===== config.mk =====
export PLATFORM = sky130hd
export DESIGN_NAME = axi_chan_buffer_flat
export DESIGN_NICKNAME = d
export VERILOG_FILES = /design/src/rtl/axi_chan_buffer_pkg.sv /design/src/rtl/axi_chan_buffer_if.sv /design/src/rtl/axi_chan_buffer_fifo.sv /design/src/rtl/axi_chan_buffer.sv /design/src/flat_wrapper.sv
export SDC_FILE = /design/constraint.sdc
export NUM_CORES = 1
export LEC_CHECK = 0
export CORE_AREA = 2 2 367 369
export DETAILED_ROUTE_END_ITERATION = 10
export DIE_AREA = 0 0 369 371
export PLACE_DENSITY = 0.5
export SYNTH_ARGS = -nofsm -noshare
export SYNTH_HDL_FRONTEND = slang
export SYNTH_SLANG_ARGS = --single-unit

===== constraint.sdc =====
create_clock -name clk -period 11.9 [get_ports clk]
set_input_delay 1.785 -clock clk [delete_from_list [all_inputs] [get_ports clk]]
set_output_delay 1.785 -clock clk [all_outputs]
set_load 0.1 [all_outputs]

===== src/rtl/axi_chan_buffer_pkg.sv =====
`default_nettype none
// ============================================================================
// Module      : axi_typedef_pkg
// Description : Shared AXI4 type definitions for the channel buffer slice.
//               Fixed-width field typedefs (len_t, size_t, burst_t, ...),
//               default-width packed channel structs, and constant helper
//               functions that size channel payload vectors and occupancy
//               counters for arbitrary width/depth parameters.
// Ports       : none (package)
// Revision    : 1.0 - initial release
// ============================================================================
package axi_typedef_pkg;

    // Default widths used by the packed channel structs below.
    localparam int unsigned DEF_ADDR_WIDTH = 32;
    localparam int unsigned DEF_DATA_WIDTH = 64;
    localparam int unsigned DEF_ID_WIDTH   = 4;
    localparam int unsigned DEF_USER_WIDTH = 1;

    typedef logic [7:0] len_t;
    typedef logic [2:0] size_t;
    typedef logic [1:0] burst_t;
    typedef logic [3:0] cache_t;
    typedef logic [2:0] prot_t;
    typedef logic [3:0] qos_t;
    typedef logic [3:0] region_t;
    typedef logic [5:0] atop_t;
    typedef logic [1:0] resp_t;

    typedef logic [DEF_ID_WIDTH-1:0]     id_t;
    typedef logic [DEF_ADDR_WIDTH-1:0]   addr_t;
    typedef logic [DEF_DATA_WIDTH-1:0]   data_t;
    typedef logic [DEF_DATA_WIDTH/8-1:0] strb_t;
    typedef logic [DEF_USER_WIDTH-1:0]   user_t;

    typedef struct packed {
        id_t     id;
        addr_t   addr;
        len_t    len;
        size_t   size;
        burst_t  burst;
        logic    lock;
        cache_t  cache;
        prot_t   prot;
        qos_t    qos;
        region_t region;
        atop_t   atop;
        user_t   user;
    } aw_chan_t;

    typedef struct packed {
        data_t data;
        strb_t strb;
        logic  last;
        user_t user;
    } w_chan_t;

    typedef struct packed {
        id_t   id;
        resp_t resp;
        user_t user;
    } b_chan_t;

    typedef struct packed {
        id_t     id;
        addr_t   addr;
        len_t    len;
        size_t   size;
        burst_t  burst;
        logic    lock;
        cache_t  cache;
        prot_t   prot;
        qos_t    qos;
        region_t region;
        user_t   user;
    } ar_chan_t;

    typedef struct packed {
        id_t   id;
        data_t data;
        resp_t resp;
        logic  last;
        user_t user;
    } r_chan_t;

    // Address-channel fields whose width never depends on parameters.
    localparam int unsigned AX_FIXED_WIDTH = $bits(len_t) + $bits(size_t) + $bits(burst_t) + 1
                                           + $bits(cache_t) + $bits(prot_t) + $bits(qos_t)
                                           + $bits(region_t);

    // Occupancy counter width; a zero-depth channel still gets a 1-bit port.
    function automatic int unsigned occ_width(input int unsigned depth);
        return (depth == 0) ? 1 : $clog2(depth + 1);
    endfunction

    function automatic int unsigned aw_payload_width(input int unsigned idw, input int unsigned aw,
                                                     input int unsigned uw);
        return idw + aw + AX_FIXED_WIDTH + $bits(atop_t) + uw;
    endfunction

    function automatic int unsigned ar_payload_width(input int unsigned idw, input int unsigned aw,
                                                     input int unsigned uw);
        return idw + aw + AX_FIXED_WIDTH + uw;
    endfunction

    function automatic int unsigned w_payload_width(input int unsigned dw, input int unsigned uw);
        return dw + dw / 8 + 1 + uw;
    endfunction

    function automatic int unsigned b_payload_width(input int unsigned idw, input int unsigned uw);
        return idw + $bits(resp_t) + uw;
    endfunction

    function automatic int unsigned r_payload_width(input int unsigned idw, input int unsigned dw,
                                                    input int unsigned uw);
        return idw + dw + $bits(resp_t) + 1 + uw;
    endfunction

endpackage
`default_nettype wire


===== src/rtl/axi_chan_buffer_if.sv =====
`default_nettype none
// ============================================================================
// Module      : axi_inf_for_design
// Description : Full AXI4 five-channel bundle (AW, W, B, AR, R incl. atop
//               and user) with Master/Slave modports.
// Ports       : none; signals accessed through modports
//               Master - drives AW/W/AR payload+valid, B/R ready
//               Slave  - drives AW/W/AR ready, B/R payload+valid
// Revision    : 1.0 - initial release
// ============================================================================
interface axi_inf_for_design #(
    parameter int unsigned AXI_ADDR_WIDTH = 32,
    parameter int unsigned AXI_DATA_WIDTH = 64,
    parameter int unsigned AXI_ID_WIDTH   = 4,
    parameter int unsigned AXI_USER_WIDTH = 1
);
    import axi_typedef_pkg::*;

    logic [AXI_ID_WIDTH-1:0]     aw_id;
    logic [AXI_ADDR_WIDTH-1:0]   aw_addr;
    len_t                        aw_len;
    size_t                       aw_size;
    burst_t                      aw_burst;
    logic                        aw_lock;
    cache_t                      aw_cache;
    prot_t                       aw_prot;
    qos_t                        aw_qos;
    region_t                     aw_region;
    atop_t                       aw_atop;
    logic [AXI_USER_WIDTH-1:0]   aw_user;
    logic                        aw_valid;
    logic                        aw_ready;

    logic [AXI_DATA_WIDTH-1:0]   w_data;
    logic [AXI_DATA_WIDTH/8-1:0] w_strb;
    logic                        w_last;
    logic [AXI_USER_WIDTH-1:0]   w_user;
    logic                        w_valid;
    logic                        w_ready;

    logic [AXI_ID_WIDTH-1:0]     b_id;
    resp_t                       b_resp;
    logic [AXI_USER_WIDTH-1:0]   b_user;
    logic                        b_valid;
    logic                        b_ready;

    logic [AXI_ID_WIDTH-1:0]     ar_id;
    logic [AXI_ADDR_WIDTH-1:0]   ar_addr;
    len_t                        ar_len;
    size_t                       ar_size;
    burst_t                      ar_burst;
    logic                        ar_lock;
    cache_t                      ar_cache;
    prot_t                       ar_prot;
    qos_t                        ar_qos;
    region_t                     ar_region;
    logic [AXI_USER_WIDTH-1:0]   ar_user;
    logic                        ar_valid;
    logic                        ar_ready;

    logic [AXI_ID_WIDTH-1:0]     r_id;
    logic [AXI_DATA_WIDTH-1:0]   r_data;
    resp_t                       r_resp;
    logic                        r_last;
    logic [AXI_USER_WIDTH-1:0]   r_user;
    logic                        r_valid;
    logic                        r_ready;

    modport Master (
        output aw_id, aw_addr, aw_len, aw_size, aw_burst, aw_lock, aw_cache, aw_prot,
               aw_qos, aw_region, aw_atop, aw_user, aw_valid,
        input  aw_ready,
        output w_data, w_strb, w_last, w_user, w_valid,
        input  w_ready,
        input  b_id, b_resp, b_user, b_valid,
        output b_ready,
        output ar_id, ar_addr, ar_len, ar_size, ar_burst, ar_lock, ar_cache, ar_prot,
               ar_qos, ar_region, ar_user, ar_valid,
        input  ar_ready,
        input  r_id, r_data, r_resp, r_last, r_user, r_valid,
        output r_ready
    );

    modport Slave (
        input  aw_id, aw_addr, aw_len, aw_size, aw_burst, aw_lock, aw_cache, aw_prot,
               aw_qos, aw_region, aw_atop, aw_user, aw_valid,
        output aw_ready,
        input  w_data, w_strb, w_last, w_user, w_valid,
        output w_ready,
        output b_id, b_resp, b_user, b_valid,
        input  b_ready,
        input  ar_id, ar_addr, ar_len, ar_size, ar_burst, ar_lock, ar_cache, ar_prot,
               ar_qos, ar_region, ar_user, ar_valid,
        output ar_ready,
        output r_id, r_data, r_resp, r_last, r_user, r_valid,
        input  r_ready
    );

endinterface
`default_nettype wire


===== src/rtl/axi_chan_buffer_fifo.sv =====
`default_nettype none
// ============================================================================
// Module      : axi_chan_fifo
// Description : Single-channel registered valid/ready FIFO (DEPTH >= 1).
//               Push ready depends only on the fill count, pop valid and
//               payload come from registers, so every path is cut.
//               Any DEPTH works (pointers wrap explicitly).
// Ports       : clk, rst_n (async, active low)
//               in_valid/in_ready/in_data    - push side
//               out_valid/out_ready/out_data - pop side
//               count                        - current fill level
// Revision    : 1.0 - initial release
// ============================================================================
module axi_chan_fifo
    import axi_typedef_pkg::*;
#(
    parameter int unsigned DATA_WIDTH = 8,
    parameter int unsigned DEPTH      = 2
) (
    input  wire logic                         clk,
    input  wire logic                         rst_n,
    input  wire logic                         in_valid,
    output logic                              in_ready,
    input  wire logic [DATA_WIDTH-1:0]        in_data,
    output logic                              out_valid,
    input  wire logic                         out_ready,
    output logic [DATA_WIDTH-1:0]             out_data,
    output logic [occ_width(DEPTH)-1:0]       count
);

    localparam int unsigned          c_ptr_w    = (DEPTH > 1) ? $clog2(DEPTH) : 1;
    localparam int unsigned          c_cnt_w    = occ_width(DEPTH);
    localparam logic [c_ptr_w-1:0]   c_last_ptr = c_ptr_w'(DEPTH - 1);
    localparam logic [c_cnt_w-1:0]   c_full     = c_cnt_w'(DEPTH);

    logic [DATA_WIDTH-1:0] r_mem [DEPTH];
    logic [c_ptr_w-1:0]    r_wptr;
    logic [c_ptr_w-1:0]    r_rptr;
    logic [c_cnt_w-1:0]    r_count;
    logic                  w_push;
    logic                  w_pop;

    // Full blocks the push even while a pop is in flight: keeps in_ready free
    // of any out_ready dependency.
    assign in_ready  = (r_count != c_full);
    assign out_valid = (r_count != '0);
    assign out_data  = r_mem[r_rptr];
    assign count     = r_count;

    assign w_push = in_valid && in_ready;
    assign w_pop  = out_valid && out_ready;

    function automatic logic [c_ptr_w-1:0] next_ptr(input logic [c_ptr_w-1:0] ptr);
        return (ptr == c_last_ptr) ? '0 : ptr + 1'b1;
    endfunction

    always_ff @(posedge clk or negedge rst_n) begin
        if (!rst_n) begin
            r_wptr  <= '0;
            r_rptr  <= '0;
            r_count <= '0;
        end else begin
            if (w_push) begin
                r_wptr <= next_ptr(r_wptr);
            end
            if (w_pop) begin
                r_rptr <= next_ptr(r_rptr);
            end
            case ({w_push, w_pop})
                2'b10:   r_count <= r_count + 1'b1;
                2'b01:   r_count <= r_count - 1'b1;
                default: r_count <= r_count;
            endcase
        end
    end

    // Storage carries no reset; contents are meaningless while out_valid = 0.
    always_ff @(posedge clk) begin
        if (w_push) begin
            r_mem[r_wptr] <= in_data;
        end
    end

endmodule
`default_nettype wire


===== src/rtl/axi_chan_buffer.sv =====
`default_nettype none
// ============================================================================
// Module      : axi_chan_buffer
// Description : Five-channel AXI4 buffer. Each channel is either a plain
//               wire-through (DEPTH = 0) or an axi_chan_fifo (DEPTH >= 1).
//               Forward channels (AW, W, AR) push from slv and pop to mst;
//               reverse channels (B, R) push from mst and pop to slv.
//               Optional macro AXI_CHAN_BUFFER_OCC_EN adds occ_* fill ports.
// Ports       : clk, rst_n (async, active low)
//               slv - upstream side (Slave modport)
//               mst - downstream side (Master modport)
//               occ_aw/occ_w/occ_b/occ_ar/occ_r - fill levels (macro only)
// Revision    : 1.0 - initial release
// ============================================================================
module axi_chan_buffer
    import axi_typedef_pkg::*;
#(
    parameter int unsigned AXI_ADDR_WIDTH = 32,
    parameter int unsigned AXI_DATA_WIDTH = 64,
    parameter int unsigned AXI_ID_WIDTH   = 4,
    parameter int unsigned AXI_USER_WIDTH = 1,
    parameter int unsigned AW_DEPTH       = 2,
    parameter int unsigned W_DEPTH        = 4,
    parameter int unsigned B_DEPTH        = 2,
    parameter int unsigned AR_DEPTH       = 2,
    parameter int unsigned R_DEPTH        = 4
) (
    input  wire logic         clk,
    input  wire logic         rst_n,
    axi_inf_for_design.Slave  slv,
    axi_inf_for_design.Master mst
`ifdef AXI_CHAN_BUFFER_OCC_EN
    ,
    output logic [occ_width(AW_DEPTH)-1:0] occ_aw,
    output logic [occ_width(W_DEPTH)-1:0]  occ_w,
    output logic [occ_width(B_DEPTH)-1:0]  occ_b,
    output logic [occ_width(AR_DEPTH)-1:0] occ_ar,
    output logic [occ_width(R_DEPTH)-1:0]  occ_r
`endif
);

    localparam int unsigned c_aw_w = aw_payload_width(AXI_ID_WIDTH, AXI_ADDR_WIDTH, AXI_USER_WIDTH);
    localparam int unsigned c_w_w  = w_payload_width(AXI_DATA_WIDTH, AXI_USER_WIDTH);
    localparam int unsigned c_b_w  = b_payload_width(AXI_ID_WIDTH, AXI_USER_WIDTH);
    localparam int unsigned c_ar_w = ar_payload_width(AXI_ID_WIDTH, AXI_ADDR_WIDTH, AXI_USER_WIDTH);
    localparam int unsigned c_r_w  = r_payload_width(AXI_ID_WIDTH, AXI_DATA_WIDTH, AXI_USER_WIDTH);

    logic [c_aw_w-1:0] w_aw_in, w_aw_out;
    logic [c_w_w-1:0]  w_w_in,  w_w_out;
    logic [c_b_w-1:0]  w_b_in,  w_b_out;
    logic [c_ar_w-1:0] w_ar_in, w_ar_out;
    logic [c_r_w-1:0]  w_r_in,  w_r_out;

    logic [occ_width(AW_DEPTH)-1:0] w_aw_cnt;
    logic [occ_width(W_DEPTH)-1:0]  w_w_cnt;
    logic [occ_width(B_DEPTH)-1:0]  w_b_cnt;
    logic [occ_width(AR_DEPTH)-1:0] w_ar_cnt;
    logic [occ_width(R_DEPTH)-1:0]  w_r_cnt;

    // Payload packing: every non-handshake field of the channel.
    assign w_aw_in = {slv.aw_id, slv.aw_addr, slv.aw_len, slv.aw_size, slv.aw_burst, slv.aw_lock,
                      slv.aw_cache, slv.aw_prot, slv.aw_qos, slv.aw_region, slv.aw_atop, slv.aw_user};
    assign {mst.aw_id, mst.aw_addr, mst.aw_len, mst.aw_size, mst.aw_burst, mst.aw_lock,
            mst.aw_cache, mst.aw_prot, mst.aw_qos, mst.aw_region, mst.aw_atop, mst.aw_user} = w_aw_out;

    assign w_w_in = {slv.w_data, slv.w_strb, slv.w_last, slv.w_user};
    assign {mst.w_data, mst.w_strb, mst.w_last, mst.w_user} = w_w_out;

    assign w_b_in = {mst.b_id, mst.b_resp, mst.b_user};
    assign {slv.b_id, slv.b_resp, slv.b_user} = w_b_out;

    assign w_ar_in = {slv.ar_id, slv.ar_addr, slv.ar_len, slv.ar_size, slv.ar_burst, slv.ar_lock,
                      slv.ar_cache, slv.ar_prot, slv.ar_qos, slv.ar_region, slv.ar_user};
    assign {mst.ar_id, mst.ar_addr, mst.ar_len, mst.ar_size, mst.ar_burst, mst.ar_lock,
            mst.ar_cache, mst.ar_prot, mst.ar_qos, mst.ar_region, mst.ar_user} = w_ar_out;

    assign w_r_in = {mst.r_id, mst.r_data, mst.r_resp, mst.r_last, mst.r_user};
    assign {slv.r_id, slv.r_data, slv.r_resp, slv.r_last, slv.r_user} = w_r_out;

    generate
        if (AW_DEPTH == 0) begin : g_aw_pass
            assign mst.aw_valid = slv.aw_valid;
            assign slv.aw_ready = mst.aw_ready;
            assign w_aw_out     = w_aw_in;
            assign w_aw_cnt     = '0;
        end else begin : g_aw_fifo
            axi_chan_fifo #(.DATA_WIDTH(c_aw_w), .DEPTH(AW_DEPTH)) u_fifo (
                .clk(clk), .rst_n(rst_n),
                .in_valid(slv.aw_valid), .in_ready(slv.aw_ready), .in_data(w_aw_in),
                .out_valid(mst.aw_valid), .out_ready(mst.aw_ready), .out_data(w_aw_out),
                .count(w_aw_cnt)
            );
        end

        if (W_DEPTH == 0) begin : g_w_pass
            assign mst.w_valid = slv.w_valid;
            assign slv.w_ready = mst.w_ready;
            assign w_w_out     = w_w_in;
            assign w_w_cnt     = '0;
        end else begin : g_w_fifo
            axi_chan_fifo #(.DATA_WIDTH(c_w_w), .DEPTH(W_DEPTH)) u_fifo (
                .clk(clk), .rst_n(rst_n),
                .in_valid(slv.w_valid), .in_ready(slv.w_ready), .in_data(w_w_in),
                .out_valid(mst.w_valid), .out_ready(mst.w_ready), .out_data(w_w_out),
                .count(w_w_cnt)
            );
        end

        if (B_DEPTH == 0) begin : g_b_pass
            assign slv.b_valid = mst.b_valid;
            assign mst.b_ready = slv.b_ready;
            assign w_b_out     = w_b_in;
            assign w_b_cnt     = '0;
        end else begin : g_b_fifo
            axi_chan_fifo #(.DATA_WIDTH(c_b_w), .DEPTH(B_DEPTH)) u_fifo (
                .clk(clk), .rst_n(rst_n),
                .in_valid(mst.b_valid), .in_ready(mst.b_ready), .in_data(w_b_in),
                .out_valid(slv.b_valid), .out_ready(slv.b_ready), .out_data(w_b_out),
                .count(w_b_cnt)
            );
        end

        if (AR_DEPTH == 0) begin : g_ar_pass
            assign mst.ar_valid = slv.ar_valid;
            assign slv.ar_ready = mst.ar_ready;
            assign w_ar_out     = w_ar_in;
            assign w_ar_cnt     = '0;
        end else begin : g_ar_fifo
            axi_chan_fifo #(.DATA_WIDTH(c_ar_w), .DEPTH(AR_DEPTH)) u_fifo (
                .clk(clk), .rst_n(rst_n),
                .in_valid(slv.ar_valid), .in_ready(slv.ar_ready), .in_data(w_ar_in),
                .out_valid(mst.ar_valid), .out_ready(mst.ar_ready), .out_data(w_ar_out),
                .count(w_ar_cnt)
            );
        end

        if (R_DEPTH == 0) begin : g_r_pass
            assign slv.r_valid = mst.r_valid;
            assign mst.r_ready = slv.r_ready;
            assign w_r_out     = w_r_in;
            assign w_r_cnt     = '0;
        end else begin : g_r_fifo
            axi_chan_fifo #(.DATA_WIDTH(c_r_w), .DEPTH(R_DEPTH)) u_fifo (
                .clk(clk), .rst_n(rst_n),
                .in_valid(mst.r_valid), .in_ready(mst.r_ready), .in_data(w_r_in),
                .out_valid(slv.r_valid), .out_ready(slv.r_ready), .out_data(w_r_out),
                .count(w_r_cnt)
            );
        end
    endgenerate

`ifdef AXI_CHAN_BUFFER_OCC_EN
    assign occ_aw = w_aw_cnt;
    assign occ_w  = w_w_cnt;
    assign occ_b  = w_b_cnt;
    assign occ_ar = w_ar_cnt;
    assign occ_r  = w_r_cnt;
`endif

endmodule
`default_nettype wire


===== src/flat_wrapper.sv =====
// flat-port wrapper written by rule: the top's interface ports become plain ports
module axi_chan_buffer_flat import axi_typedef_pkg::*;
#(
    parameter int unsigned AXI_ADDR_WIDTH = 32,
    parameter int unsigned AXI_DATA_WIDTH = 64,
    parameter int unsigned AXI_ID_WIDTH   = 4,
    parameter int unsigned AXI_USER_WIDTH = 1,
    parameter int unsigned AW_DEPTH       = 2,
    parameter int unsigned W_DEPTH        = 4,
    parameter int unsigned B_DEPTH        = 2,
    parameter int unsigned AR_DEPTH       = 2,
    parameter int unsigned R_DEPTH        = 4
)
  (clk, rst_n, slv_aw_id, slv_aw_addr, slv_aw_len, slv_aw_size, slv_aw_burst, slv_aw_lock, slv_aw_cache, slv_aw_prot, slv_aw_qos, slv_aw_region, slv_aw_atop, slv_aw_user, slv_aw_valid, slv_aw_ready, slv_w_data, slv_w_strb, slv_w_last, slv_w_user, slv_w_valid, slv_w_ready, slv_b_id, slv_b_resp, slv_b_user, slv_b_valid, slv_b_ready, slv_ar_id, slv_ar_addr, slv_ar_len, slv_ar_size, slv_ar_burst, slv_ar_lock, slv_ar_cache, slv_ar_prot, slv_ar_qos, slv_ar_region, slv_ar_user, slv_ar_valid, slv_ar_ready, slv_r_id, slv_r_data, slv_r_resp, slv_r_last, slv_r_user, slv_r_valid, slv_r_ready, mst_aw_id, mst_aw_addr, mst_aw_len, mst_aw_size, mst_aw_burst, mst_aw_lock, mst_aw_cache, mst_aw_prot, mst_aw_qos, mst_aw_region, mst_aw_atop, mst_aw_user, mst_aw_valid, mst_aw_ready, mst_w_data, mst_w_strb, mst_w_last, mst_w_user, mst_w_valid, mst_w_ready, mst_b_id, mst_b_resp, mst_b_user, mst_b_valid, mst_b_ready, mst_ar_id, mst_ar_addr, mst_ar_len, mst_ar_size, mst_ar_burst, mst_ar_lock, mst_ar_cache, mst_ar_prot, mst_ar_qos, mst_ar_region, mst_ar_user, mst_ar_valid, mst_ar_ready, mst_r_id, mst_r_data, mst_r_resp, mst_r_last, mst_r_user, mst_r_valid, mst_r_ready);
  axi_inf_for_design #(.AXI_ADDR_WIDTH(AXI_ADDR_WIDTH), .AXI_DATA_WIDTH(AXI_DATA_WIDTH), .AXI_ID_WIDTH(AXI_ID_WIDTH), .AXI_USER_WIDTH(AXI_USER_WIDTH)) slv_i ();
  axi_inf_for_design #(.AXI_ADDR_WIDTH(AXI_ADDR_WIDTH), .AXI_DATA_WIDTH(AXI_DATA_WIDTH), .AXI_ID_WIDTH(AXI_ID_WIDTH), .AXI_USER_WIDTH(AXI_USER_WIDTH)) mst_i ();
  input  wire logic clk;
  input  wire logic rst_n;
  input wire logic [$bits(slv_i.aw_id)-1:0] slv_aw_id;
  input wire logic [$bits(slv_i.aw_addr)-1:0] slv_aw_addr;
  input wire logic [$bits(slv_i.aw_len)-1:0] slv_aw_len;
  input wire logic [$bits(slv_i.aw_size)-1:0] slv_aw_size;
  input wire logic [$bits(slv_i.aw_burst)-1:0] slv_aw_burst;
  input wire logic [$bits(slv_i.aw_lock)-1:0] slv_aw_lock;
  input wire logic [$bits(slv_i.aw_cache)-1:0] slv_aw_cache;
  input wire logic [$bits(slv_i.aw_prot)-1:0] slv_aw_prot;
  input wire logic [$bits(slv_i.aw_qos)-1:0] slv_aw_qos;
  input wire logic [$bits(slv_i.aw_region)-1:0] slv_aw_region;
  input wire logic [$bits(slv_i.aw_atop)-1:0] slv_aw_atop;
  input wire logic [$bits(slv_i.aw_user)-1:0] slv_aw_user;
  input wire logic [$bits(slv_i.aw_valid)-1:0] slv_aw_valid;
  output wire logic [$bits(slv_i.aw_ready)-1:0] slv_aw_ready;
  input wire logic [$bits(slv_i.w_data)-1:0] slv_w_data;
  input wire logic [$bits(slv_i.w_strb)-1:0] slv_w_strb;
  input wire logic [$bits(slv_i.w_last)-1:0] slv_w_last;
  input wire logic [$bits(slv_i.w_user)-1:0] slv_w_user;
  input wire logic [$bits(slv_i.w_valid)-1:0] slv_w_valid;
  output wire logic [$bits(slv_i.w_ready)-1:0] slv_w_ready;
  output wire logic [$bits(slv_i.b_id)-1:0] slv_b_id;
  output wire logic [$bits(slv_i.b_resp)-1:0] slv_b_resp;
  output wire logic [$bits(slv_i.b_user)-1:0] slv_b_user;
  output wire logic [$bits(slv_i.b_valid)-1:0] slv_b_valid;
  input wire logic [$bits(slv_i.b_ready)-1:0] slv_b_ready;
  input wire logic [$bits(slv_i.ar_id)-1:0] slv_ar_id;
  input wire logic [$bits(slv_i.ar_addr)-1:0] slv_ar_addr;
  input wire logic [$bits(slv_i.ar_len)-1:0] slv_ar_len;
  input wire logic [$bits(slv_i.ar_size)-1:0] slv_ar_size;
  input wire logic [$bits(slv_i.ar_burst)-1:0] slv_ar_burst;
  input wire logic [$bits(slv_i.ar_lock)-1:0] slv_ar_lock;
  input wire logic [$bits(slv_i.ar_cache)-1:0] slv_ar_cache;
  input wire logic [$bits(slv_i.ar_prot)-1:0] slv_ar_prot;
  input wire logic [$bits(slv_i.ar_qos)-1:0] slv_ar_qos;
  input wire logic [$bits(slv_i.ar_region)-1:0] slv_ar_region;
  input wire logic [$bits(slv_i.ar_user)-1:0] slv_ar_user;
  input wire logic [$bits(slv_i.ar_valid)-1:0] slv_ar_valid;
  output wire logic [$bits(slv_i.ar_ready)-1:0] slv_ar_ready;
  output wire logic [$bits(slv_i.r_id)-1:0] slv_r_id;
  output wire logic [$bits(slv_i.r_data)-1:0] slv_r_data;
  output wire logic [$bits(slv_i.r_resp)-1:0] slv_r_resp;
  output wire logic [$bits(slv_i.r_last)-1:0] slv_r_last;
  output wire logic [$bits(slv_i.r_user)-1:0] slv_r_user;
  output wire logic [$bits(slv_i.r_valid)-1:0] slv_r_valid;
  input wire logic [$bits(slv_i.r_ready)-1:0] slv_r_ready;
  output wire logic [$bits(mst_i.aw_id)-1:0] mst_aw_id;
  output wire logic [$bits(mst_i.aw_addr)-1:0] mst_aw_addr;
  output wire logic [$bits(mst_i.aw_len)-1:0] mst_aw_len;
  output wire logic [$bits(mst_i.aw_size)-1:0] mst_aw_size;
  output wire logic [$bits(mst_i.aw_burst)-1:0] mst_aw_burst;
  output wire logic [$bits(mst_i.aw_lock)-1:0] mst_aw_lock;
  output wire logic [$bits(mst_i.aw_cache)-1:0] mst_aw_cache;
  output wire logic [$bits(mst_i.aw_prot)-1:0] mst_aw_prot;
  output wire logic [$bits(mst_i.aw_qos)-1:0] mst_aw_qos;
  output wire logic [$bits(mst_i.aw_region)-1:0] mst_aw_region;
  output wire logic [$bits(mst_i.aw_atop)-1:0] mst_aw_atop;
  output wire logic [$bits(mst_i.aw_user)-1:0] mst_aw_user;
  output wire logic [$bits(mst_i.aw_valid)-1:0] mst_aw_valid;
  input wire logic [$bits(mst_i.aw_ready)-1:0] mst_aw_ready;
  output wire logic [$bits(mst_i.w_data)-1:0] mst_w_data;
  output wire logic [$bits(mst_i.w_strb)-1:0] mst_w_strb;
  output wire logic [$bits(mst_i.w_last)-1:0] mst_w_last;
  output wire logic [$bits(mst_i.w_user)-1:0] mst_w_user;
  output wire logic [$bits(mst_i.w_valid)-1:0] mst_w_valid;
  input wire logic [$bits(mst_i.w_ready)-1:0] mst_w_ready;
  input wire logic [$bits(mst_i.b_id)-1:0] mst_b_id;
  input wire logic [$bits(mst_i.b_resp)-1:0] mst_b_resp;
  input wire logic [$bits(mst_i.b_user)-1:0] mst_b_user;
  input wire logic [$bits(mst_i.b_valid)-1:0] mst_b_valid;
  output wire logic [$bits(mst_i.b_ready)-1:0] mst_b_ready;
  output wire logic [$bits(mst_i.ar_id)-1:0] mst_ar_id;
  output wire logic [$bits(mst_i.ar_addr)-1:0] mst_ar_addr;
  output wire logic [$bits(mst_i.ar_len)-1:0] mst_ar_len;
  output wire logic [$bits(mst_i.ar_size)-1:0] mst_ar_size;
  output wire logic [$bits(mst_i.ar_burst)-1:0] mst_ar_burst;
  output wire logic [$bits(mst_i.ar_lock)-1:0] mst_ar_lock;
  output wire logic [$bits(mst_i.ar_cache)-1:0] mst_ar_cache;
  output wire logic [$bits(mst_i.ar_prot)-1:0] mst_ar_prot;
  output wire logic [$bits(mst_i.ar_qos)-1:0] mst_ar_qos;
  output wire logic [$bits(mst_i.ar_region)-1:0] mst_ar_region;
  output wire logic [$bits(mst_i.ar_user)-1:0] mst_ar_user;
  output wire logic [$bits(mst_i.ar_valid)-1:0] mst_ar_valid;
  input wire logic [$bits(mst_i.ar_ready)-1:0] mst_ar_ready;
  input wire logic [$bits(mst_i.r_id)-1:0] mst_r_id;
  input wire logic [$bits(mst_i.r_data)-1:0] mst_r_data;
  input wire logic [$bits(mst_i.r_resp)-1:0] mst_r_resp;
  input wire logic [$bits(mst_i.r_last)-1:0] mst_r_last;
  input wire logic [$bits(mst_i.r_user)-1:0] mst_r_user;
  input wire logic [$bits(mst_i.r_valid)-1:0] mst_r_valid;
  output wire logic [$bits(mst_i.r_ready)-1:0] mst_r_ready;
  assign slv_i.aw_id = slv_aw_id;
  assign slv_i.aw_addr = slv_aw_addr;
  assign slv_i.aw_len = slv_aw_len;
  assign slv_i.aw_size = slv_aw_size;
  assign slv_i.aw_burst = slv_aw_burst;
  assign slv_i.aw_lock = slv_aw_lock;
  assign slv_i.aw_cache = slv_aw_cache;
  assign slv_i.aw_prot = slv_aw_prot;
  assign slv_i.aw_qos = slv_aw_qos;
  assign slv_i.aw_region = slv_aw_region;
  assign slv_i.aw_atop = slv_aw_atop;
  assign slv_i.aw_user = slv_aw_user;
  assign slv_i.aw_valid = slv_aw_valid;
  assign slv_aw_ready = slv_i.aw_ready;
  assign slv_i.w_data = slv_w_data;
  assign slv_i.w_strb = slv_w_strb;
  assign slv_i.w_last = slv_w_last;
  assign slv_i.w_user = slv_w_user;
  assign slv_i.w_valid = slv_w_valid;
  assign slv_w_ready = slv_i.w_ready;
  assign slv_b_id = slv_i.b_id;
  assign slv_b_resp = slv_i.b_resp;
  assign slv_b_user = slv_i.b_user;
  assign slv_b_valid = slv_i.b_valid;
  assign slv_i.b_ready = slv_b_ready;
  assign slv_i.ar_id = slv_ar_id;
  assign slv_i.ar_addr = slv_ar_addr;
  assign slv_i.ar_len = slv_ar_len;
  assign slv_i.ar_size = slv_ar_size;
  assign slv_i.ar_burst = slv_ar_burst;
  assign slv_i.ar_lock = slv_ar_lock;
  assign slv_i.ar_cache = slv_ar_cache;
  assign slv_i.ar_prot = slv_ar_prot;
  assign slv_i.ar_qos = slv_ar_qos;
  assign slv_i.ar_region = slv_ar_region;
  assign slv_i.ar_user = slv_ar_user;
  assign slv_i.ar_valid = slv_ar_valid;
  assign slv_ar_ready = slv_i.ar_ready;
  assign slv_r_id = slv_i.r_id;
  assign slv_r_data = slv_i.r_data;
  assign slv_r_resp = slv_i.r_resp;
  assign slv_r_last = slv_i.r_last;
  assign slv_r_user = slv_i.r_user;
  assign slv_r_valid = slv_i.r_valid;
  assign slv_i.r_ready = slv_r_ready;
  assign mst_aw_id = mst_i.aw_id;
  assign mst_aw_addr = mst_i.aw_addr;
  assign mst_aw_len = mst_i.aw_len;
  assign mst_aw_size = mst_i.aw_size;
  assign mst_aw_burst = mst_i.aw_burst;
  assign mst_aw_lock = mst_i.aw_lock;
  assign mst_aw_cache = mst_i.aw_cache;
  assign mst_aw_prot = mst_i.aw_prot;
  assign mst_aw_qos = mst_i.aw_qos;
  assign mst_aw_region = mst_i.aw_region;
  assign mst_aw_atop = mst_i.aw_atop;
  assign mst_aw_user = mst_i.aw_user;
  assign mst_aw_valid = mst_i.aw_valid;
  assign mst_i.aw_ready = mst_aw_ready;
  assign mst_w_data = mst_i.w_data;
  assign mst_w_strb = mst_i.w_strb;
  assign mst_w_last = mst_i.w_last;
  assign mst_w_user = mst_i.w_user;
  assign mst_w_valid = mst_i.w_valid;
  assign mst_i.w_ready = mst_w_ready;
  assign mst_i.b_id = mst_b_id;
  assign mst_i.b_resp = mst_b_resp;
  assign mst_i.b_user = mst_b_user;
  assign mst_i.b_valid = mst_b_valid;
  assign mst_b_ready = mst_i.b_ready;
  assign mst_ar_id = mst_i.ar_id;
  assign mst_ar_addr = mst_i.ar_addr;
  assign mst_ar_len = mst_i.ar_len;
  assign mst_ar_size = mst_i.ar_size;
  assign mst_ar_burst = mst_i.ar_burst;
  assign mst_ar_lock = mst_i.ar_lock;
  assign mst_ar_cache = mst_i.ar_cache;
  assign mst_ar_prot = mst_i.ar_prot;
  assign mst_ar_qos = mst_i.ar_qos;
  assign mst_ar_region = mst_i.ar_region;
  assign mst_ar_user = mst_i.ar_user;
  assign mst_ar_valid = mst_i.ar_valid;
  assign mst_i.ar_ready = mst_ar_ready;
  assign mst_i.r_id = mst_r_id;
  assign mst_i.r_data = mst_r_data;
  assign mst_i.r_resp = mst_r_resp;
  assign mst_i.r_last = mst_r_last;
  assign mst_i.r_user = mst_r_user;
  assign mst_i.r_valid = mst_r_valid;
  assign mst_r_ready = mst_i.r_ready;
  axi_chan_buffer #(.AXI_ADDR_WIDTH(AXI_ADDR_WIDTH), .AXI_DATA_WIDTH(AXI_DATA_WIDTH), .AXI_ID_WIDTH(AXI_ID_WIDTH), .AXI_USER_WIDTH(AXI_USER_WIDTH), .AW_DEPTH(AW_DEPTH), .W_DEPTH(W_DEPTH), .B_DEPTH(B_DEPTH), .AR_DEPTH(AR_DEPTH), .R_DEPTH(R_DEPTH)) u_core (.clk(clk), .rst_n(rst_n), .slv(slv_i), .mst(mst_i));
endmodule

Yosys cells after proc, flatten, opt, wreduce, memory -nomap -nowiden
Memory sizes are Yosys's and may differ from the RTL's.
Index checks and enable logic that the tools add are counted.
- register bits after elaboration: 26
- memory bits (writable): 874
- input port bits: 303
- memories: 5
- add/subtract/negate cells: 20
- equal/unequal tests: 19
- muxes and demuxes: 25
- reduce and logical (&&, ||, !) cells: 20
- memories (name ; words ; width ; rd ports ; clocked after memory_dff ; wr ports ; RTL line ; source):
    u_core.g_w_fifo.u_fifo.r_mem ; 4 ; 74 ; 1 ; 0 ; 1 ; axi_chan_buffer_fifo.sv:36 ; logic [DATA_WIDTH-1:0] r_mem [DEPTH];
    u_core.g_r_fifo.u_fifo.r_mem ; 4 ; 72 ; 1 ; 0 ; 1 ; axi_chan_buffer_fifo.sv:36 ;
    u_core.g_aw_fifo.u_fifo.r_mem ; 2 ; 72 ; 1 ; 0 ; 1 ; axi_chan_buffer_fifo.sv:36 ;
    u_core.g_ar_fifo.u_fifo.r_mem ; 2 ; 66 ; 1 ; 0 ; 1 ; axi_chan_buffer_fifo.sv:36 ;
    u_core.g_b_fifo.u_fifo.r_mem ; 2 ; 7 ; 1 ; 0 ; 1 ; axi_chan_buffer_fifo.sv:36 ;
- operator list (kind ; number):
    equality test 2 bit (second input constant) ; 9
    2-to-1 mux 1 bit ; 16
    nonzero test 2 bit ; 8
    adder 2 x 1 -> 2 bit (second input constant) ; 7
    one-hot mux 2 bit (2 select lines) ; 3
    one-hot mux 3 bit (2 select lines) ; 2
    equality test 2 x 1 -> 1 bit (second input constant) ; 5
    logical AND 1 bit ; 10
    2-to-1 mux 2 bit ; 4
    adder 1 bit (second input constant) ; 6
    adder 3 x 1 -> 3 bit (second input constant) ; 2
    != test 2 bit (second input constant) ; 3
    != test 3 bit (second input constant) ; 2
    nonzero test 3 bit ; 2
    subtractor 2 x 1 -> 2 bit (second input constant) ; 3
    subtractor 3 x 1 -> 3 bit (second input constant) ; 2

Logic depth before layout (Yosys ltp)
Gate-level depths: netlist (run 1).
- word-level depth: 4
- depth in mapped cells: 9

Cells and area by module
A second synthesis (run 1) with hierarchy kept.
- cells, all modules: 1345
- area, all modules: 33460.8 um^2
- modules (own cells, without submodules) (module ; instances ; cells an instance ; area an instance (um^2)):
    axi_chan_fifo at u_core.g_w_fifo.u_fifo ; 1 ; 427 ; 11134.4
    axi_chan_fifo at u_core.g_r_fifo.u_fifo ; 1 ; 416 ; 10815.4
    axi_chan_fifo at u_core.g_aw_fifo.u_fifo ; 1 ; 241 ; 5740.5
    axi_chan_fifo at u_core.g_ar_fifo.u_fifo ; 1 ; 222 ; 5071.1
    axi_chan_fifo at u_core.g_b_fifo.u_fifo ; 1 ; 39 ; 699.4

Worst setup path before layout (run 1)
Ideal clock, no wire load.
- path type: input to register
- start point: in slv_aw_valid
- end point: mem u_core.g_aw_fifo.u_fifo.r_mem[0][0] (netlist bit), enable pin
- library setup time: 0.503 ns
- data arrival time: 4.939 ns
- slack: 6.458 ns
- stages on the path: 2
- cells stage by stage: nand2_1 -> nor2_1
- cells in the longest elaborated chain, start to end: 3
- RTL lines (item ; RTL line ; source):
    from (decl) ; flat_wrapper.sv:31 ; input wire logic [$bits(slv_i.aw_valid)-1:0] slv_aw_valid;
    logical AND 1 bit ; axi_chan_buffer_fifo.sv:50 ; assign w_push = in_valid && in_ready;
    2-to-1 mux 1 bit ; axi_chan_buffer_fifo.sv:79 ; if (w_push) begin
    2-to-1 mux 1 bit (implied by the code) ; axi_chan_buffer_fifo.sv:80 ; r_mem[r_wptr] <= in_data;
    to (decl) ; axi_chan_buffer_fifo.sv:36 ;
No other way between the ends.

Worst setup path in the final report (run 1)
- start point: reg u_core.g_w_fifo.u_fifo.r_rptr[0]
- end point: out mst_w_strb[0]
- cells in the longest elaborated chain, start to end: 1
- RTL lines (item ; RTL line ; source):
    from (decl) ; axi_chan_buffer_fifo.sv:38 ; logic [c_ptr_w-1:0] r_rptr;
    from (signal assigned) ; axi_chan_buffer_fifo.sv:67 ; r_rptr <= next_ptr(r_rptr);
    memory (4 x 74 bit) ; -- ;
    to (decl) ; flat_wrapper.sv:79 ; output wire logic [$bits(mst_i.w_strb)-1:0] mst_w_strb;
No other way between the ends.

==> insert_results.sql, run 1 <==
INSERT INTO impl_metrics (metric_group, metric, value, unit) VALUES
('floorplanning', 'initial_utilization', '24.8', '%'),
('clock_tree', 'h_tree_depth', '3', ''),
('grt', 'number_of_antenna_violations_at_the_first_check_in_global_routing', '15', ''),
('clock_tree', 'clk-insertion-delay-late', '0.68', 'ns'),
('status', 'outcome', 'finished clean', ''),
('clock_tree', 'clock_tree.root_cell', 'sky130_fd_sc_hd__clkbuf_16', ''),
('routing', 'drt_wl_total', '78100', 'um'),
('sta', 'fin_setup_tns', '0', 'ns'),
('synth', 'dominantRegCellSynth', 'sky130_fd_sc_hd__edfxtp_1', ''),
('sta', 'slew_viol_final', '0', ''),
('sta', 'timing.max_slew.rel_slack', '19.0', '%'),
('synth', 'seq_area_frac_synth', '81.6', '%'),
('placed_design', 'place.gp.congestion', '0.736', ''),
('clock_tree', 'cts_buffer_depth', '3', ''),
('clock_tree', 'cts-buffers-inserted', '100', ''),
('synth', 'count_leader_synth', 'sky130_fd_sc_hd__edfxtp_1', ''),
('routing', 'detail_route.vias_per_cell', '4.06', ''),
('worst_hold_path', 'kind_of_path_behind_the_tightest_hold_check', 'reg -> reg', ''),
('worst_setup_path', 'criticalPathCategory', 'reg -> out', ''),
('grt', 'grt_start_max_net_pins', '75', ''),
('grt', 'grt_usage', '11.1', '%'),
('routing', 'drt_iter0_markers', '844', ''),
('clock_tree', 'cts_tree', 'yes', ''),
('floorplanning', 'design.portCount', '604', ''),
('synth', 'mappedNetlistNets', '1667', ''),
('synth', 'avgSynthCellArea', '24.5', 'um2'),
('floorplanning', 'die_w', '369', 'um'),
('sta', 'worst_pin_slew', '1.22', 'ns'),
('sta', 'final_hold_viol_count', '0', ''),
('routing', 'via_count', '15700', ''),
('routing', 'drt.antenna.violating_nets', '0', ''),
('sta', 'worst_clock_skew', '0.0189', 'ns'),
('synth', 'synth.ff_latch_count', '900', ''),
('routing', 'detailedRoute.firstPassIterationCount', '6', ''),
('clock_tree', 'cts.sinks', '900', ''),
('placed_design', 'placement.io_buffers', '603', ''),
('grt', 'globalRoute.totalOverflow', '0', ''),
('synth', 'cell_accounting_for_the_most_synthesized_area', 'sky130_fd_sc_hd__edfxtp_1', ''),
('clock_tree', 'post_cts_resized', '0', ''),
('synth', 'netlist-cell-type-count', '26', ''),
('sta', 'min_period_over_period', '50.9', '%'),
('synth', 'async_reset_ff_share', '2.89', '%'),
('floorplanning', 'design.core.area', '133000', 'um2'),
('synth', 'yosysWarningCount', '0', ''),
('worst_setup_path', 'critPathLaunchType', 'register', ''),
('worst_setup_path', 'arrival_time_at_the_worst_endpoint', '4.27', 'ns'),
('synth', 'synth_edf_count', '874', ''),
('floorplanning', 'die_h', '371', 'um'),
('synth', 'synth_top_cells_by_area', 'sky130_fd_sc_hd__edfxtp_1 (80%), sky130_fd_sc_hd__mux4_2 (10%), sky130_fd_sc_hd__mux2_2 (5.1%)', ''),
('synth', 'synth_cells', '1347', ''),
('floorplanning', 'fp.dieArea', '137000', 'um2'),
('sta', 'rsz0062_at_grt', 'false', ''),
('layout', 'area_growth_from_synthesis_to_layout', '34.4', '%'),
('sta', 'maximum_clock_frequency', '165', 'MHz'),
('sta', 'finalSetupViolCount', '0', ''),
('synth', 'synth_area', '32900', 'um2'),
('synth', 'yosys.area.top_type_share', '79.7', '%'),
('clock_tree', 'postCtsSetupRepairBufs', '0', ''),
('clock_tree', 'clkSlewWorstSetupHoldPaths', '0.07', 'ns'),
('grt', 'first_pass_grt_wire_length', '112000', 'um'),
('run', 'maxCapViolCount', '0', ''),
('worst_setup_path', 'crit_path_max_fanout', '41', ''),
('placed_design', 'hpwl', '50800', 'um'),
('worst_setup_path', 'critPathRequiredTime', '10.12', 'ns'),
('grt', 'first_global_vias', '17100', ''),
('worst_setup_path', 'worstSetupEndpointType', 'output pin', ''),
('floorplanning', 'row_count', '134', ''),
('routing', 'remaining_drc_errors', '0', ''),
('layout', 'layout-drive-gt1-share', '23.0', '%'),
('layout', 'fillCellCount', '12600', ''),
('layout', 'total_number_of_nets_in_the_final_design', '2342', ''),
('synth', 'synth.top_cells.by_count', 'sky130_fd_sc_hd__edfxtp_1 (874), sky130_fd_sc_hd__mux2_2 (149), sky130_fd_sc_hd__mux4_2 (146)', ''),
('routing', 'wl_per_cell', '20.2', 'um'),
('clock_tree', 'hold_buffers', '0', ''),
('sta', 'finalCriticalPeriod', '6.05', 'ns');
through the flow:
stage | cells | hold WS [ns] | setup slack [ns] | instance area, um2 | utilization [%]
2_1_floorplan | 1347 | 0.447 | 6.46 | 32900 | -
3_3_place_gp | 3688 | 0.461 | 6.40 | 41100 | 31.0
3_5_place_dp | 3688 | 0.470 | 6.41 | 41100 | 31.0
4_1_cts | 3872 | 0.482 | 5.60 | 44300 | 33.3
5_1_grt | 3873 | 0.510 | 5.46 | 44300 | 33.4
6_report | 3873 | 0.481 | 5.85 | 44300 | 33.4
worst paths after layout:
path | slack (ns) | depth (start not counted) | to | start
min in group asynchronous | 1.18 | 1 | u_core.g_w_fifo.u_fifo.count[1]$_DFFE_PN0P_ | rst_n
hold / removal | 0.48 | 1 | u_core.g_r_fifo.u_fifo.count[2]$_DFFE_PN0P_ | u_core.g_r_fifo.u_fifo.count[2]$_DFFE_PN0P_
setup reg to reg | 9.44 | 4 | u_core.g_aw_fifo.u_fifo.r_mem[0][2]$_DFFE_PP_ | u_core.g_aw_fifo.u_fifo.count[0]$_DFFE_PN0P_
setup / recovery | 5.85 | 4 | mst_w_strb[0] | u_core.g_w_fifo.u_fifo.r_rptr[0]$_DFFE_PN0P_
hold reg to reg | 0.48 | 1 | u_core.g_r_fifo.u_fifo.count[2]$_DFFE_PN0P_ | u_core.g_r_fifo.u_fifo.count[2]$_DFFE_PN0P_
max in group asynchronous | 10.14 | 1 | u_core.g_r_fifo.u_fifo.r_rptr[1]$_DFFE_PN0P_ | rst_n
final cells by class:
class                      instances  area [um2]  area share, %
multi-input combinational        384        5760           13.0
antenna                            1        2.50        0.00565
sequential                       900       26900           60.8
clock inverter                    67         591           1.33
tap                             1768        2210           5.00
clock buffer                     117        2590           5.84
timing repair buffer             622        6170           13.9
inverter                          14        52.6          0.119
per-layer routing:
layer	global-route usage (%)	part of all wire, %	vias up	routed length, um
met4	3.84	2.3	22	1760
met2	18.8	50	486	39200
met5	0	0.17	-	136
li1	-	-	6977	-
met1	12.8	39	8105	30300
met3	4.42	8.6	118	6730
cells by family (layout without fill, tap and decap cells):
kind of cell | Yosys count | after routing | synth area share (%)
compound gates | 2 | 2 | 0.0304
buf+inv | 63 | 820 | 1.04
xor+xnor | 21 | 21 | 0.558
flops | 900 | 900 | 81.6
simple gates | 45 | 45 | 0.794
fa+ha+maj | 17 | 17 | 0.691
other cells | 0 | 1 | 0
mux | 299 | 299 | 15.3
cell usage in the layout, fill, tap and decap left out, drive strengths merged:
cell type      Yosys  final
nor2              12     12
mux4             146    146
or3                2      2
ha                15     15
edfxtp           874    874
dfrtp             26     26
buf               45     21
o21ai              2      2
fa                 2      2
mux2             153    153
or3b               2      2
diode              0      1
and3              11     11
inv               14     20
xnor2             11     11
clkinv             0     44
nand2b             3      3
clkdlybuf4s50      0    601
or2                3      3
and2               5      5
clkinvlp           0      8
nand2              7      7
xor2              10     10
bufinv             0      9
clkbuf             4    117
sequential cells by signal, indices dropped and copies added (netlist names):
register	flops
u_core.g_w_fifo.u_fifo.r_mem	296
u_core.g_r_fifo.u_fifo.r_mem	288
u_core.g_aw_fifo.u_fifo.r_mem	144
u_core.g_ar_fifo.u_fifo.r_mem	132
u_core.g_b_fifo.u_fifo.r_mem	14
u_core.g_r_fifo.u_fifo.count	3
u_core.g_w_fifo.u_fifo.count	3
u_core.g_ar_fifo.u_fifo.count	2
u_core.g_aw_fifo.u_fifo.count	2
u_core.g_b_fifo.u_fifo.count	2
u_core.g_r_fifo.u_fifo.r_rptr	2
u_core.g_r_fifo.u_fifo.r_wptr	2
u_core.g_w_fifo.u_fifo.r_rptr	2
u_core.g_w_fifo.u_fifo.r_wptr	2
u_core.g_ar_fifo.u_fifo.r_rptr	1
u_core.g_ar_fifo.u_fifo.r_wptr	1
u_core.g_aw_fifo.u_fifo.r_rptr	1
u_core.g_aw_fifo.u_fifo.r_wptr	1
u_core.g_b_fifo.u_fifo.r_rptr	1
u_core.g_b_fifo.u_fifo.r_wptr	1
critical path, stage by stage (launching register included):
cell                              delay (ns)
sky130_fd_sc_hd__dfrtp_4                0.55
sky130_fd_sc_hd__buf_4                  0.72
sky130_fd_sc_hd__buf_4                  0.63
sky130_fd_sc_hd__mux4_2                 0.57
sky130_fd_sc_hd__clkdlybuf4s50_1        1.02
Power of run 1 is not shown: default switching activity piles up to over one toggle a cycle in this logic, so the estimate is an artifact.
==> run 2, diff against run 1 <==
Settings changed: PLACE_DENSITY 0.5 to 0.51.
Clock period 11.9 ns to 5.5 ns, I/O delays scaled along.
==> run 2 against run 1 <==
- count of clock-buffer cells in the layout up 7
- first-iteration DRC count is 11% higher
- critical path depth down 1
- core utilization hardly changed
- die area unchanged
- highest routed layer unchanged
- register-to-register slack worse by 6.3 ns
- non-clock buffer count rose by 9
- global-route usage is essentially flat
- critical endpoint is now slv_r_data[31]
==> insert_results.sql, run 2 (same netlist as run 1, synthesis figures left out) <==
INSERT INTO impl_metrics (metric_group, metric, value, unit) VALUES
('status', 'outcome', 'finished clean', ''),
('floorplanning', 'design.portCount', '604', ''),
('routing', 'via_count', '15700', ''),
('placed_design', 'place.gp.congestion', '0.737', ''),
('routing', 'drt.antenna.violating_nets', '0', ''),
('clock_tree', 'clkSlewWorstSetupHoldPaths', '0.06', 'ns'),
('worst_setup_path', 'criticalPathCategory', 'reg -> out', ''),
('worst_setup_path', 'path_cells', 'buf_12 > mux4_2 > clkdlybuf4s50_1', ''),
('sta', 'finalSetupViolCount', '0', ''),
('grt', 'grt_usage', '11.1', '%'),
('sta', 'timing.max_slew.rel_slack', '23.5', '%'),
('floorplanning', 'fp.dieArea', '137000', 'um2'),
('worst_setup_path', 'critPathLaunchType', 'register', ''),
('layout', 'layout-drive-gt1-share', '22.8', '%'),
('clock_tree', 'clk-insertion-delay-late', '0.68', 'ns'),
('worst_setup_path', 'critical-path-slowest-cell', 'sky130_fd_sc_hd__clkdlybuf4s50_1', ''),
('worst_hold_path', 'kind_of_path_behind_the_tightest_hold_check', 'in -> async', ''),
('clock_tree', 'clock_tree.root_cell', 'sky130_fd_sc_hd__clkbuf_16', ''),
('layout', 'registers_with_the_most_flip_flops', 'u_core.g_w_fifo.u_fifo.r_mem: 296 flops, u_core.g_r_fifo.u_fifo.r_mem: 288 flops, u_core.g_aw_fifo.u_fifo.r_mem: 144 flops', ''),
('routing', 'drt_iter0_markers', '934', ''),
('clock_tree', 'cts.sinks', '900', ''),
('clock_tree', 'postCtsSetupRepairBufs', '0', ''),
('worst_setup_path', 'critPathRequiredTime', '4.68', 'ns'),
('floorplanning', 'initial_utilization', '24.8', '%'),
('grt', 'number_of_antenna_violations_at_the_first_check_in_global_routing', '12', ''),
('clock_tree', 'hold_buffers', '0', ''),
('grt', 'first_global_vias', '17400', ''),
('sta', 'final_hold_viol_count', '0', ''),
('routing', 'met2WireLength', '39800', 'um'),
('routing', 'detail_route.vias_per_cell', '4.04', ''),
('routing', 'drt_wl_total', '78000', 'um'),
('routing', 'remaining_drc_errors', '0', ''),
('sta', 'slew_viol_final', '0', ''),
('routing', 'detailroute.wirelength.met3', '7050', 'um'),
('sta', 'worst_clock_skew', '0.0221', 'ns'),
('routing', 'topRoutingLayerUsed', 'met5', ''),
('layout', 'largest_reg_flops', '296', ''),
('run', 'maxCapViolCount', '0', ''),
('layout', 'finalInstanceArea', '44200', 'um2'),
('placed_design', 'placement.io_buffers', '603', ''),
('worst_setup_path', 'reg2reg_setup_slack', '3.10', 'ns'),
('layout', 'mostFrequentLayoutCell', 'sky130_fd_sc_hd__edfxtp_1', ''),
('sta', 'maximum_clock_frequency', '225', 'MHz'),
('routing', 'wl_per_cell', '20.1', 'um'),
('layout', 'area_growth_from_synthesis_to_layout', '34.3', '%'),
('sta', 'finalCriticalPeriod', '4.44', 'ns'),
('sta', 'min_period_over_period', '80.7', '%'),
('grt', 'globalRoute.totalOverflow', '0', ''),
('worst_setup_path', 'arrival_time_at_the_worst_endpoint', '3.61', 'ns'),
('worst_setup_path', 'regToRegStartpoint', 'u_core.g_ar_fifo.u_fifo.count[0]$_DFFE_PN0P_', ''),
('placed_design', 'placed_area', '41200', 'um2'),
('clock_tree', 'cts_buffer_depth', '3', ''),
('layout', 'most-common-layout-cells', 'sky130_fd_sc_hd__edfxtp_1 (874), sky130_fd_sc_hd__clkdlybuf4s50_1 (601), sky130_fd_sc_hd__mux2_2 (149)', ''),
('clock_tree', 'h_tree_depth', '3', ''),
('sta', 'rsz0062_at_grt', 'false', ''),
('grt', 'grt_start_max_net_pins', '75', ''),
('floorplanning', 'design.core.area', '133000', 'um2'),
('routing', 'wl_met1', '29200', 'um'),
('routing', 'detailedRoute.firstPassIterationCount', '4', ''),
('layout', 'registers.top_by_ff_count', 'u_core.g_w_fifo.u_fifo.r_mem', ''),
('clock_tree', 'cts-buffers-inserted', '97', ''),
('worst_setup_path', 'cpPeakStageDelay', '0.99', 'ns'),
('worst_setup_path', 'worstSetupEndpointType', 'output pin', ''),
('placed_design', 'hpwl', '51300', 'um'),
('layout', 'total_number_of_nets_in_the_final_design', '2348', ''),
('clock_tree', 'cts_tree', 'yes', ''),
('clock_tree', 'post_cts_resized', '0', ''),
('floorplanning', 'row_count', '134', ''),
('floorplanning', 'die_h', '371', 'um'),
('worst_setup_path', 'setup.worst_path.start', 'u_core.g_r_fifo.u_fifo.r_rptr[0]$_DFFE_PN0P_', ''),
('floorplanning', 'die_w', '369', 'um'),
('worst_setup_path', 'crit_path_max_fanout', '39', ''),
('grt', 'first_pass_grt_wire_length', '113000', 'um'),
('sta', 'worst_pin_slew', '1.15', 'ns'),
('sta', 'fin_setup_tns', '0', 'ns');
==> run 2: layout make-up <==
class	instances	area, um2
multi-input cells	384	5760
inverters	14	52.6
repair buffers	631	6280
fillers	12600	88500
diodes	7	17.5
clock buffers	124	2570
well taps	1768	2210
flip-flops and latches	900	26900
clock inverters	53	438
==> run 2: critical path, delay by kind of cell (launching register included) <==
family,cells,cell delay (ns)
buffers and inverters,2,1.35
DFF,1,0.94
muxes,1,0.57
==> run 2: worst paths after layout <==
kind                                                                       end  cells past startpoint
worst min register to register     u_core.g_w_fifo.u_fifo.count[2]$_DFFE_PN0P_                      1
max in group asynchronous         u_core.g_r_fifo.u_fifo.r_rptr[1]$_DFFE_PN0P_                      1
worst max-delay path                                            slv_r_data[31]                      3
min in group clk                   u_core.g_w_fifo.u_fifo.count[2]$_DFFE_PN0P_                      1
worst min-delay path              u_core.g_aw_fifo.u_fifo.count[0]$_DFFE_PN0P_                      1
worst max register to register  u_core.g_ar_fifo.u_fifo.r_mem[0][37]$_DFFE_PP_                      4
==> run 2: metal layers <==
metal / global-route usage [%] / up-vias
li1: - / 6990
met4: 3.86 / 12
met3: 4.60 / 119
met2: 19.4 / 506
met1: 12.2 / 8067
met5: 0 / -
==> run 2: through the flow <==
step                utilization, %  instances  hold slack (ns)  setup slack [ns]
finish                        33.3       3881            0.232              1.06
CTS                           33.3       3874            0.187             0.861
floorplan                        -       1347            0.447             0.487
detailed placement            31.0       3697            0.472              1.66
global route                  33.3       3876            0.246             0.798
global placement              31.0       3697            0.462              1.67
Power of run 2 is left out for the same reason.
==> run 3, diff against run 2 <==
Settings changed: PLACE_DENSITY 0.51 to 0.5.
Clock period 5.5 ns to 4.1 ns, I/O delays scaled along.
==> run 3 against run 2 <==
- flip-flop and latch count unchanged
- setup slack got worse by 0.70 ns
- global-route usage increased by 0.13 points
- final area decreased by 0.63%
- critical path type unchanged
- core utilization decreased by 0.21 points
==> insert_results.sql, run 3 (same netlist as run 1, synthesis figures left out) <==
INSERT INTO impl_metrics (metric_group, metric, value, unit) VALUES
('worst_setup_path', 'worst-path-buf-inv', '1', ''),
('grt', 'first_pass_grt_wire_length', '114000', 'um'),
('sta', 'fin_setup_tns', '0', 'ns'),
('sta', 'worst_pin_slew', '1.08', 'ns'),
('routing', 'detailedRoute.firstPassIterationCount', '5', ''),
('layout', 'registers_with_the_most_flip_flops', 'u_core.g_w_fifo.u_fifo.r_mem: 296 flops, u_core.g_r_fifo.u_fifo.r_mem: 288 flops, u_core.g_aw_fifo.u_fifo.r_mem: 144 flops', ''),
('clock_tree', 'cts_tree', 'yes', ''),
('worst_setup_path', 'critPathTopFamily', 'buffers and inverters', ''),
('clock_tree', 'clock_tree.root_cell', 'sky130_fd_sc_hd__clkbuf_16', ''),
('run', 'maxCapViolCount', '0', ''),
('status', 'outcome', 'finished clean', ''),
('worst_setup_path', 'critPathLaunchType', 'register', ''),
('floorplanning', 'die_w', '369', 'um'),
('layout', 'mostFrequentLayoutCell', 'sky130_fd_sc_hd__edfxtp_1', ''),
('sta', 'min_period_over_period', '91.2', '%'),
('sta', 'final_hold_viol_count', '0', ''),
('worst_setup_path', 'path_cells', 'mux4_2 > clkdlybuf4s50_1', ''),
('placed_design', 'place.gp.congestion', '0.752', ''),
('layout', 'multiInputGateArea', '5760', 'um2'),
('layout', 'area_growth_from_synthesis_to_layout', '33.4', '%'),
('floorplanning', 'die_h', '371', 'um'),
('floorplanning', 'design.core.area', '133000', 'um2'),
('routing', 'drt_iter0_markers', '872', ''),
('clock_tree', 'cts-buffers-inserted', '98', ''),
('worst_setup_path', 'worstReg2RegEnd', 'u_core.g_r_fifo.u_fifo.count[2]$_DFFE_PN0P_', ''),
('grt', 'globalRoute.totalOverflow', '0', ''),
('sta', 'timing.max_slew.rel_slack', '27.4', '%'),
('routing', 'drt_wl_total', '78900', 'um'),
('worst_setup_path', 'reg2reg_setup_slack', '1.81', 'ns'),
('worst_hold_path', 'kind_of_path_behind_the_tightest_hold_check', 'reg -> reg', ''),
('floorplanning', 'fp.dieArea', '137000', 'um2'),
('worst_setup_path', 'crit_path_max_fanout', '22', ''),
('sta', 'maximum_clock_frequency', '267', 'MHz'),
('layout', 'registers.top_by_ff_count', 'u_core.g_w_fifo.u_fifo.r_mem', '');
## run 3: how the worst max path moves through the flow
| stage | endpoint | slack, ns | cells past startpoint |
|---|---|---|---|
| 2_1_floorplan | u_core.g_aw_fifo.u_fifo.r_mem[0][0]$_DFFE_PP_ | 0.29 | 3 |
| 3_3_place_gp | mst_w_data[57] | 1.08 | 2 |
| 3_5_place_dp | mst_w_data[0] | 1.04 | 2 |
| 4_1_cts | mst_w_data[0] | 0.22 | 2 |
| 5_1_grt | mst_w_data[0] | 0.17 | 2 |
| 6_report | mst_w_data[50] | 0.36 | 2 |
## run 3: cell type report
cell class / instances / area share, %
flip-flops and latches: 900 / 61.2
repair buffers: 626 / 13.5
multi-input cells: 384 / 13.1
clock buffers: 127 / 5.92
well taps: 1768 / 5.03
clock inverters: 55 / 1.13
inverters: 14 / 0.120
diodes: 3 / 0.0171
## run 3: metal layers
layer | part of all wire [%] | wire, um | global-route usage [%] | vias to the layer above
met3 | 8.0 | 6280 | 4.52 | 139
met5 | 0.16 | 130 | 0 | -
met4 | 2.3 | 1780 | 3.38 | 22
met2 | 51 | 40000 | 19.2 | 468
li1 | - | - | - | 6969
met1 | 39 | 30700 | 13.0 | 8181
## run 3: worst register-to-register path, cell delays in order (launching register included)
cell and delay, ns:
sky130_fd_sc_hd__dfrtp_1 0.41, sky130_fd_sc_hd__or3b_4 0.45, sky130_fd_sc_hd__and2_4 0.20, sky130_fd_sc_hd__inv_1 0.06, sky130_fd_sc_hd__ha_1 0.18, sky130_fd_sc_hd__inv_1 0.06
sky130_fd_sc_hd__fa_1 0.38, sky130_fd_sc_hd__xor2_1 0.16, sky130_fd_sc_hd__nor2_1 0.11, sky130_fd_sc_hd__xor2_1 0.20
## run 3: repair_timing
action / in CTS / in global routing
hold buffers: 1 / 0
endpoints found under the hold margin: 26 / 0
gates resized for setup: 0 / 0
endpoints found under the setup margin: 0 / 0
## run 3: metrics by stage
| step | instance area, um2 | std cells | setup slack, ns | hold slack, ns | utilization, % |
|---|---|---|---|---|---|
| 2_1_floorplan | 33000 | 1347 | 0.290 | 0.319 | - |
| 5_1_grt | 44000 | 3877 | 0.165 | 0.428 | 33.1 |
| 6_report | 44000 | 3877 | 0.361 | 0.485 | 33.1 |
| 4_1_cts | 44000 | 3874 | 0.219 | 0.405 | 33.1 |
| 3_3_place_gp | 40800 | 3691 | 1.08 | 0.463 | 30.8 |
| 3_5_place_dp | 40800 | 3691 | 1.04 | 0.478 | 30.8 |
Power of run 3 is left out for the same reason.
